$ cat config.mk
export PLATFORM = sky130hd
export DESIGN_NAME = clock_period_monitor
export DESIGN_NICKNAME = d
export VERILOG_FILES = /design/src/rtl/clock_period_monitor.sv
export SDC_FILE = /design/constraint.sdc
export NUM_CORES = 1
export LEC_CHECK = 0
export CAP_MARGIN = 20
export CORE_MARGIN = 2
export CORE_UTILIZATION = 57
export CTS_CLUSTER_DIAMETER = 80
export DETAILED_ROUTE_END_ITERATION = 7
export DONT_BUFFER_PORTS = 1
export GPL_TIMING_DRIVEN = 0
export MAX_ROUTING_LAYER = met4
export PLACE_DENSITY = 0.83
export SYNTH_ARGS = -nofsm -noshare
export SYNTH_HDL_FRONTEND = slang
export SYNTH_SLANG_ARGS = --single-unit
$ cat constraint.sdc
create_clock -name clk_in -period 2.23 [get_ports clk_in]
set_input_delay 0.3345 -clock clk_in [delete_from_list [all_inputs] [get_ports clk_in]]
set_output_delay 0.3345 -clock clk_in [all_outputs]
set_load 0.02 [all_outputs]
$ cat src/rtl/clock_period_monitor.sv
`timescale 1ns / 100ps
`default_nettype none
// ============================================================================
//  Module   : clock_period_monitor
//  Purpose  : Measures the period of a slow free-running input in clk_in
//             cycles, strobes each measurement, flags loss and lock.
//             Optional macro PERIOD_CHECK_EN adds the tolerance comparator.
//  Revision : 1.0  initial release
// ============================================================================
module clock_period_monitor #(
    parameter int EXPECTED  = 100000000,
    parameter int TOLERANCE = 1000,
    parameter int TIMEOUT   = 200000000,
    parameter int CNT_W     = 32
) (
    input  logic             clk_in,
    input  logic             reset,
    input  logic             clk_slow,
    output logic             edge_pulse,
    output logic [CNT_W-1:0] period,
    output logic             period_valid,
    output logic             lost,
    output logic             locked
);

    typedef enum logic [1:0] {
        S_IDLE  = 2'd0,
        S_ARMED = 2'd1,
        S_RUN   = 2'd2
    } state_t;

    localparam logic [CNT_W-1:0] c_timeout_last = CNT_W'(TIMEOUT - 1);
    localparam logic [CNT_W-1:0] c_cnt_max      = '1;

    logic             r_s1, r_s2, r_s3;
    logic             w_rise;
    logic [CNT_W-1:0] r_cnt;
    logic [CNT_W-1:0] w_meas;
    state_t           r_state, w_state_nxt;
    logic             r_edge_pulse;
    logic [CNT_W-1:0] r_period, w_period_nxt;
    logic             r_period_valid, w_valid_nxt;
    logic             r_lost, w_lost_nxt;
    logic             w_timeout;

    assign w_rise = r_s2 & ~r_s3;
    assign w_meas = r_cnt + CNT_W'(1);
    // A rise on the timeout cycle takes priority, so it never counts as loss.
    assign w_timeout = (r_state != S_IDLE) && !w_rise && (r_cnt == c_timeout_last);

    always_ff @(posedge clk_in or posedge reset) begin
        if (reset) begin
            r_s1         <= 1'b0;
            r_s2         <= 1'b0;
            r_s3         <= 1'b0;
            r_edge_pulse <= 1'b0;
            r_cnt        <= '0;
        end else begin
            r_s1         <= clk_slow;
            r_s2         <= r_s1;
            r_s3         <= r_s2;
            r_edge_pulse <= w_rise;
            if (w_rise) begin
                r_cnt <= '0;
            end else if (r_cnt != c_cnt_max) begin
                r_cnt <= w_meas;
            end
        end
    end

    always_ff @(posedge clk_in or posedge reset) begin
        if (reset) begin
            r_state        <= S_IDLE;
            r_period       <= '0;
            r_period_valid <= 1'b0;
            r_lost         <= 1'b0;
        end else begin
            r_state        <= w_state_nxt;
            r_period       <= w_period_nxt;
            r_period_valid <= w_valid_nxt;
            r_lost         <= w_lost_nxt;
        end
    end

    always_comb begin
        w_state_nxt  = r_state;
        w_period_nxt = r_period;
        w_valid_nxt  = 1'b0;
        w_lost_nxt   = r_lost;
        case (r_state)
            S_IDLE: begin
                if (w_rise) begin
                    w_state_nxt = S_ARMED;
                    w_lost_nxt  = 1'b0;
                end
            end
            S_ARMED, S_RUN: begin
                if (w_rise) begin
                    w_state_nxt  = S_RUN;
                    w_period_nxt = w_meas;
                    w_valid_nxt  = 1'b1;
                    w_lost_nxt   = 1'b0;
                end else if (w_timeout) begin
                    w_state_nxt = S_IDLE;
                    w_lost_nxt  = 1'b1;
                end
            end
            default: w_state_nxt = S_IDLE;
        endcase
    end

`ifdef PERIOD_CHECK_EN
    localparam logic [CNT_W:0] c_expected  = (CNT_W + 1)'(EXPECTED);
    localparam logic [CNT_W:0] c_tolerance = (CNT_W + 1)'(TOLERANCE);

    logic [CNT_W:0] w_meas_ext;
    logic [CNT_W:0] w_diff;
    logic           w_in_tol;
    logic           r_locked;

    // Judge the value being loaded into period, so lock tracks it in the same cycle.
    always_comb begin
        w_meas_ext = {1'b0, w_meas};
        w_diff     = (w_meas_ext >= c_expected) ? (w_meas_ext - c_expected)
                                                : (c_expected - w_meas_ext);
        w_in_tol   = (w_diff <= c_tolerance);
    end

    always_ff @(posedge clk_in or posedge reset) begin
        if (reset) begin
            r_locked <= 1'b0;
        end else if (w_valid_nxt) begin
            r_locked <= w_in_tol;
        end else if (w_timeout) begin
            r_locked <= 1'b0;
        end
    end

    assign locked = r_locked;
`else
    assign locked = (r_state == S_RUN);
`endif

    assign edge_pulse   = r_edge_pulse;
    assign period       = r_period;
    assign period_valid = r_period_valid;
    assign lost         = r_lost;

endmodule
`default_nettype wire

== After elaboration in Yosys (flattened, before gate mapping) ==
Cells that the tools add are included.

* $add $sub $neg: 1
* Eq/ne operators: 6
* Muxes and demuxes: 12
* Bitwise operators: 2
* Reductions and logical operators: 11

{| class="wikitable"
|+ Operator list
! operator !! number
|-
| 32-bit 2-to-1 mux || 2
|-
| 32-bit by 1-bit adder with 32-bit output, second input constant || 1
|-
| 32-bit by 28-bit == test with 1-bit output, second input constant || 1
|-
| 32-bit != test, second input constant || 1
|-
| 2-bit 2-to-1 mux || 3
|-
| 2-bit nonzero test || 3
|-
| 1-bit 2-to-1 mux || 5
|-
| 2-bit one-hot mux with 2 select lines || 1
|-
| 2-bit AND reduction || 2
|-
| 3-bit != test, second input constant || 1
|-
| 3-bit AND reduction || 1
|-
| 2-bit by 1-bit == test with 1-bit output, second input constant || 1
|-
| 2-bit == test, second input constant || 1
|-
| 1-bit logical AND || 2
|-
| 2-bit zero test || 1
|-
| 2-bit != test, second input constant || 1
|-
| 1-bit one-hot mux with 2 select lines || 1
|-
| 2-bit OR reduction || 1
|-
| 1-bit AND || 1
|-
| 1-bit zero test || 1
|-
| 1-bit inverter || 1
|}

* Bits in registers: 72
* Input port bits: 3
* Output and inout port bits: 36

== Logic depth before layout (Yosys ltp) ==
Gate-level depths: netlist of run 1.

* Depth after elaboration: 8
* Mapped depth: 8
* Mapped depth without buffers: 6

== Worst setup path before layout of run 1 ==
No wires, ideal clock.

* Path kind: flip-flop to flip-flop
* From: register r_cnt[0]
* To: register r_cnt[15]
* Arrival: 2.264 ns
* Data required time: 2.148 ns
* Setup slack: -0.116 ns
* Cell stages (with the launch flop): 9
* Path buffers: 3
* Period minus slack after synthesis: 2.346 ns
* Path through: dfrtp_1 ha_1 nand2_1 or4_4 buf_6 or4_4 buf_6 buf_6 a31oi_1

* Word-level cells in the longest chain between the ends: 3
* Elaborated cells on any way between the ends: 5

{| class="wikitable"
|+ Ends and longest elaborated chain
! what !! line !! RTL
|-
| start: declaration || 37 || <nowiki>logic [CNT_W-1:0] r_cnt;</nowiki>
|-
| start signal: assignment || 66 || <nowiki>r_cnt <= w_meas;</nowiki>
|-
| 32-bit by 1-bit adder with 32-bit output || 47 || <nowiki>assign w_meas = r_cnt + CNT_W'(1);</nowiki>
|-
| 32-bit 2-to-1 mux || 65 || <nowiki>end else if (r_cnt != c_cnt_max) begin</nowiki>
|-
| 32-bit 2-to-1 mux || 63 || <nowiki>if (w_rise) begin</nowiki>
|}

Several ways; a longest one is shown, not always the timed one. The select of a mux whose other input is x is not followed.
A chain may end at the register's enable or synchronous reset.

== Worst setup path in the final report of run 1 ==
Ends and elaborated chain as after synthesis.

==> results of run 1 <==
==> area by class of cell <==
cell class,instances,area (um2),area share
Tap cell,75,93.84,0.02429
Multi-Input combinational cell,236,1489,0.3854
Clock buffer,12,155.1,0.04016
Buffer,18,88.84,0.02299
Timing Repair Buffer,16,122.6,0.03174
Inverter,13,51.30,0.01328
Sequential cell,72,1812,0.4689
Clock inverter,4,51.30,0.01328
==> routing by layer <==
layer	vias to the layer above	GRT usage	wire (um)
met5	-	-	0
met4	0	0.1322	167
met3	15	0.05000	636
met2	133	0.4116	4048
met1	1372	0.3560	3433
li1	1313	-	-
==> Yosys cell counts, drive strengths merged (9+ instances only) <==
cell type  instances
xnor2             11
inv               12
clkbuf            17
o21ai             25
a21oi             13
a31oi             33
nand3             14
or4               15
o31ai             10
nor2              23
nand2             30
dfrtp             72
nor4              11
or3                9
nand4              9
==> worst max path at each step <==
stage | startpoint | endpoint | slack (ps) | depth (start not counted)
after detailed placement | r_cnt[0] | r_cnt[15] | -120 | 8
after floorplan | r_cnt[0] | r_cnt[15] | 50 | 8
final | r_cnt[0] | r_cnt[15] | 40 | 6
after CTS | r_cnt[0] | r_cnt[15] | 20 | 7
after global placement | reset | period[12] | -620 | 1
after global routing | r_cnt[24] | r_cnt[23] | -40 | 6
==> cells by family (layout without fill, tap and decap cells) <==
logic type / count (synthesis) / in the layout
AND/OR/NAND/NOR: 128 / 128
AO/OA/AOI/OAI: 87 / 87
flip-flops: 72 / 72
buffers and inverters: 36 / 63
XOR/XNOR: 13 / 13
adder cells (fa/ha/maj): 5 / 5
multiplexers: 3 / 3
==> power by group through the flow <==
stage | Sequential (mW) | Combinational, mW | Clock, mW
2_1_floorplan | 1.95 | 0.502 | 0
3_3_place_gp | 1.99 | 0.602 | 0
3_5_place_dp | 2.01 | 0.632 | 0
4_1_cts | 1.98 | 0.658 | 1.09
5_1_grt | 2.01 | 0.780 | 1.15
6_report | 1.97 | 0.676 | 1.08
==> registers in the layout (all words and copies together), names as in the netlist <==
signal,count
lost,1
r_state,2
period_valid,1
r_cnt,32
r_s3,1
period,32
r_s2,1
r_s1,1
edge_pulse,1
==> repair_timing <==
action                                  4_1_cts  5_1_grt
hold endpoints to repair                      1        0
hold buffers                                  1        0
buffers inserted                              8        7
endpoints found under the setup margin       37       43
resized for setup                            11        9
pin swaps                                     1        4
==> worst max-delay path, delay by kind of cell (launching register included) <==
kind                       cells  cell delay [ps]
DFF                            1              410
adders and majority gates      1              160
AOI/OAI and AO/OA              1              180
and+or+nand+nor                3             1170
buffers and inverters          1              190
==> per-stage QoR <==
step	utilization	setup slack [ps]	TNS [ps]
final	0.6644	40.76	0
after global routing	0.6644	-36.33	-179.9
after CTS	0.6534	22.61	0
after detailed placement	0.6028	-115.1	-1919
after global placement	0.6024	-618.6	-45610
after floorplan	-	52.36	0
==> reports/qor.csv, run 1 <==
stage;metric;value;unit
setup_path;cp-start-kind;flop;
logic_synthesis;synthFlopType;dfrtp_1;
placed_design;placed_cell_area;3506;um2
cells_and_area;layout_common_cells;dfrtp_1, a31oi_1, nand2_1;
clock_network;cts_tree;done;
logic_synthesis;synth-compound-area-share;0.1554;
power_and_ir_drop;p_switching;1.316;mW
power_and_ir_drop;power_leakage;1.517;nW
logic_synthesis;synth_edf_count;0;
drt;vias_per_cell;6.352;
setup_path;crit_path_end_kind;flop;
cells_and_area;num-fill-cells;452;
logic_synthesis;synth_top_family_by_area;simple AND/OR/NAND/NOR gates;
setup_path;path_common_cell;or4_4;
power_and_ir_drop;pwr-share-clk;0.289;
floorplan;die_x;81.12;um
logic_synthesis;ys_seq_area_frac;0.5316;
logic_synthesis;synthesis.instances;344;
clock_network;numClockSinks;72;
drt;drc;0;
global_route;globalRouteTotalUtil;0.2724;
power_and_ir_drop;swShare;0.3531;
power_and_ir_drop;max-vdd-ir-drop;0.0005607;V
clock_network;clk_path_buf_depth;2;
cells_and_area;fin_nets;374;
logic_synthesis;yosysWarnings;0;
logic_synthesis;synth_fa_ha_area_frac;0.01846;
clock_network;htreeDepth;3;
floorplan;die-area;6580;um2
timing;period_minus_slack;2189;ps
setup_path;critPathSlowestCell;or4_4;
timing;min_period_over_period;0.9817;
logic_synthesis;syn_area_per_cell;9.853;um2
setup_path;r2r_slack;40;ps
cells_and_area;fin_cells;446;
floorplan;start_util;0.5828;
placed_design;hpwlAfterDp;5228;um
drt;routed_wl;8285;um
floorplan;die_y;81.12;um
floorplan;core_area;5816;um2
logic_synthesis;synthMuxAreaShare;0.009228;
logic_synthesis;yosysTopAreaCellShare;0.5316;
clock_network;clk_latency;350;ps
cells_and_area;drive_gt1_frac;0.1617;
timing;max_freq;456.8;MHz
worst_hold_path;holdCritPathClass;in2async;
status;status;finished clean;
clock_network;path_clk_slew;80;ps
timing;relSlewSlack;0.4145;
drt;wire_per_inst;18.58;um
drt;drt-initial-drc-count;247;
global_route;grt_pass1_wl;13010;um
timing;grt_setup_unrepaired;true;
logic_synthesis;synth_nets;352;
floorplan;io_pins;39;
global_route;grt_overflow_total;0;
setup_path;reg2reg_from;r_cnt[0];
power_and_ir_drop;p_comb_frac;0.182;
global_route;grt_max_degree;73;
cells_and_area;syn2layout_area_growth;13.99;%
power_and_ir_drop;p_total;3.726;mW
drt;via_count;2833;
logic_synthesis;synth_area_leader_cell;dfrtp_1;
placed_design;globalplace.congestion;0.9707;
timing;worst_pin_slew;878.3;ps
floorplan;std_cell_rows;28;
setup_path;crit_type;reg2reg;
logic_synthesis;ys_top_cells_by_area;dfrtp_1, a31oi_1, o21ai_0;
logic_synthesis;ys_types;38;
drt;dr.pass1.iters;5;
timing;finClkSkew;8.616;ps
timing;slew_viol_final;0;
setup_path;r2r_cells;6;
cells_and_area;antenna_cells;0;
logic_synthesis;synth-async-reset-ratio;1.000;
logic_synthesis;synth-simple-area-share;0.2030;
setup_path;cp.arrival;2460;ps
logic_synthesis;synthXorXnorAreaFrac;0.03359;
clock_network;cts_buffers;9;
cells_and_area;final_common_cell;dfrtp_1;
drt;detail-route-antenna-nets;0;
setup_path;slowest_delay;580;ps
power_and_ir_drop;power.internal;2.410;mW
timing;hold_violations;0;
global_route;antenna_found_initial;0;
placed_design;portBuffers;0;
clock_network;cts_root_buf;clkbuf_8;
job;cap_violations;0;
setup_path;crit_chain;ha_4, nand2_4, or4_4, or4_4, buf_6, a31oi_4;
logic_synthesis;ys_ff_latch;72;
global_route;grt_pass1_vias;2658;
placed_design;placed_cells;419;
setup_path;cp_data_required_time;2500;ps
logic_synthesis;netlist_area;3390;um2
setup_path;cp_max_fo;10;
power_and_ir_drop;pwr-share-seq;0.530;
cells_and_area;final_area;3864;um2
setup_path;rr_endpoint;r_cnt[15];
power_and_ir_drop;p_per_area;964.2;nW/um2
timing;setup_violations;0;
timing;hold_ws;34.09;ps
(Power assumes the default switching activity.)
==> run 2, diff against run 1 <==
==> constraint.sdc (replaced) <==
create_clock -name clk_in -period 2.23 [get_ports clk_in]
set_input_delay 0.1115 -clock clk_in [delete_from_list [all_inputs] [get_ports clk_in]]
set_output_delay 0.1115 -clock clk_in [all_outputs]
set_load 0.02 [all_outputs]
==> reports/qor.csv, run 2 (synthesis gave the netlist of run 1 again) <==
stage;metric;value;unit
cells_and_area;fin_nets;375;
drt;drt-initial-drc-count;252;
setup_path;cp.buffers_inverters;2;
timing;period_minus_slack;2188;ps
floorplan;start_util;0.5828;
drt;via_count;2858;
clock_network;cts_root_buf;clkbuf_8;
placed_design;hpwlAfterDp;5228;um
setup_path;crit_chain;nand4_1, or2_2, clkbuf_2, or4_4, buf_6, a31oi_4;
timing;grt_setup_unrepaired;true;
cells_and_area;final_common_cell;dfrtp_1;
setup_path;crit_type;reg2reg;
placed_design;placed_cells;419;
drt;detail-route-antenna-nets;0;
power_and_ir_drop;p_per_area;964.1;nW/um2
timing;setup_ws;42.32;ps
setup_path;cp_max_fo;10;
global_route;grt_max_degree;73;
setup_path;cp_data_required_time;2510;ps
job;cap_violations;0;
clock_network;numClockSinks;72;
drt;wire_per_inst;18.55;um
setup_path;slowest_delay;620;ps
cells_and_area;syn2layout_area_growth;14.29;%
clock_network;path_clk_slew;80;ps
cells_and_area;drive_gt1_frac;0.1613;
timing;relSlewSlack;0.4334;
drt;drc;0;
global_route;antenna_found_initial;0;
clock_network;htreeDepth;3;
power_and_ir_drop;max-vdd-ir-drop;0.0006446;V
clock_network;cts_tree;done;
global_route;globalRouteTotalUtil;0.2721;
timing;hold_ws;330.6;ps
timing;slew_viol_final;0;
global_route;grt_overflow_total;0;
clock_network;clk_latency;350;ps
floorplan;io_pins;39;
cells_and_area;fin_cells;447;
floorplan;die_y;81.12;um
power_and_ir_drop;power_leakage;1.521;nW
timing;min_period_over_period;0.9810;
setup_path;cp-start-kind;flop;
worst_hold_path;holdCritPathClass;in2reg;
floorplan;die_x;81.12;um
setup_path;cp.arrival;2470;ps
setup_path;critPathSlowestCell;or4_4;
floorplan;std_cell_rows;28;
global_route;grt_pass1_wl;13010;um
timing;setup_violations;0;
worst_hold_path;hp-start;clk_slow;
cells_and_area;antenna_cells;0;
placed_design;post-place-ws;-115.1;ps
global_route;grt_pass1_vias;2663;
timing;hold_violations;0;
timing;max_freq;457.1;MHz
cells_and_area;layout_common_cells;dfrtp_1, a31oi_1, nand2_1;
status;status;finished clean;
floorplan;die-area;6580;um2
floorplan;core_area;5816;um2
setup_path;crit_path_end_kind;flop;
setup_path;reg2reg_from;r_cnt[24];
timing;finClkSkew;9.570;ps
placed_design;globalplace.congestion;0.9707;
clock_network;clk_path_buf_depth;2;
placed_design;portBuffers;0;
timing;worst_pin_slew;849.9;ps
drt;routed_wl;8293;um
clock_network;cts_buffers;9;
setup_path;cp_top_family;simple AND/OR/NAND/NOR gates;
drt;vias_per_cell;6.394;
drt;dr.pass1.iters;5;
setup_path;crit_start;r_cnt[24];
[run 2: cell count changes in the layout (fill, tap and decap cells not counted), sizes merged]
cell and change:
dlygate4sd3 +1
[run 2: path summary, 6_finish.rpt]
kind                       slack (ps)  cells after the start        end
max                                40                      6  r_cnt[15]
min in group asynchronous         430                      2  period[1]
min                               330                      1       r_s1
max in group asynchronous        1210                      2  r_cnt[21]
max reg2reg                        40                      6  r_cnt[15]
min reg2reg                       360                      0       r_s2
[run 2: layer usage]
layer,up-vias,part of all wire,global-route usage
met4,0,0.021,0.1339
met3,17,0.072,0.05222
met1,1392,0.42,0.3509
li1,1322,-,-
met5,-,0,-
met2,127,0.49,0.4140
[run 2: power by group]
group	internal, mW	leakage, nW	switching, mW
combinational	0.280	0.480	0.398
clock	0.580	0.103	0.501
sequential	1.55	0.938	0.424
total	2.41	1.52	1.32
[run 2: timing repair]
item                                   CTS  global route
hold buffers                             2             0
endpoints found under the hold margin   73             0
setup endpoints to repair               37            43
pin swaps                                1             4
buffers inserted                         8             7
resized for setup                       11             9
[run 2: per-stage QoR]
stage	power, mW	instance area, um2	TNS [ps]	util
after floorplan	2.453	3410	0	-
after global placement	2.589	3503	-29560	0.6024
after detailed placement	2.638	3506	-1919	0.6028
after CTS	3.729	3810	0	0.6551
after global routing	3.947	3874	-179.9	0.6661
final	3.734	3874	0	0.6661
[run 2: area by class of cell]
| class | count | area [um2] |
|---|---|---|
| Timing Repair Buffer | 17 | 132.6 |
| Multi-Input combinational cell | 236 | 1489 |
| Sequential cell | 72 | 1812 |
| Buffer | 18 | 88.84 |
| Clock inverter | 4 | 51.30 |
| Inverter | 13 | 51.30 |
| Fill cell | 451 | 1942 |
| Tap cell | 75 | 93.84 |
| Clock buffer | 12 | 155.1 |
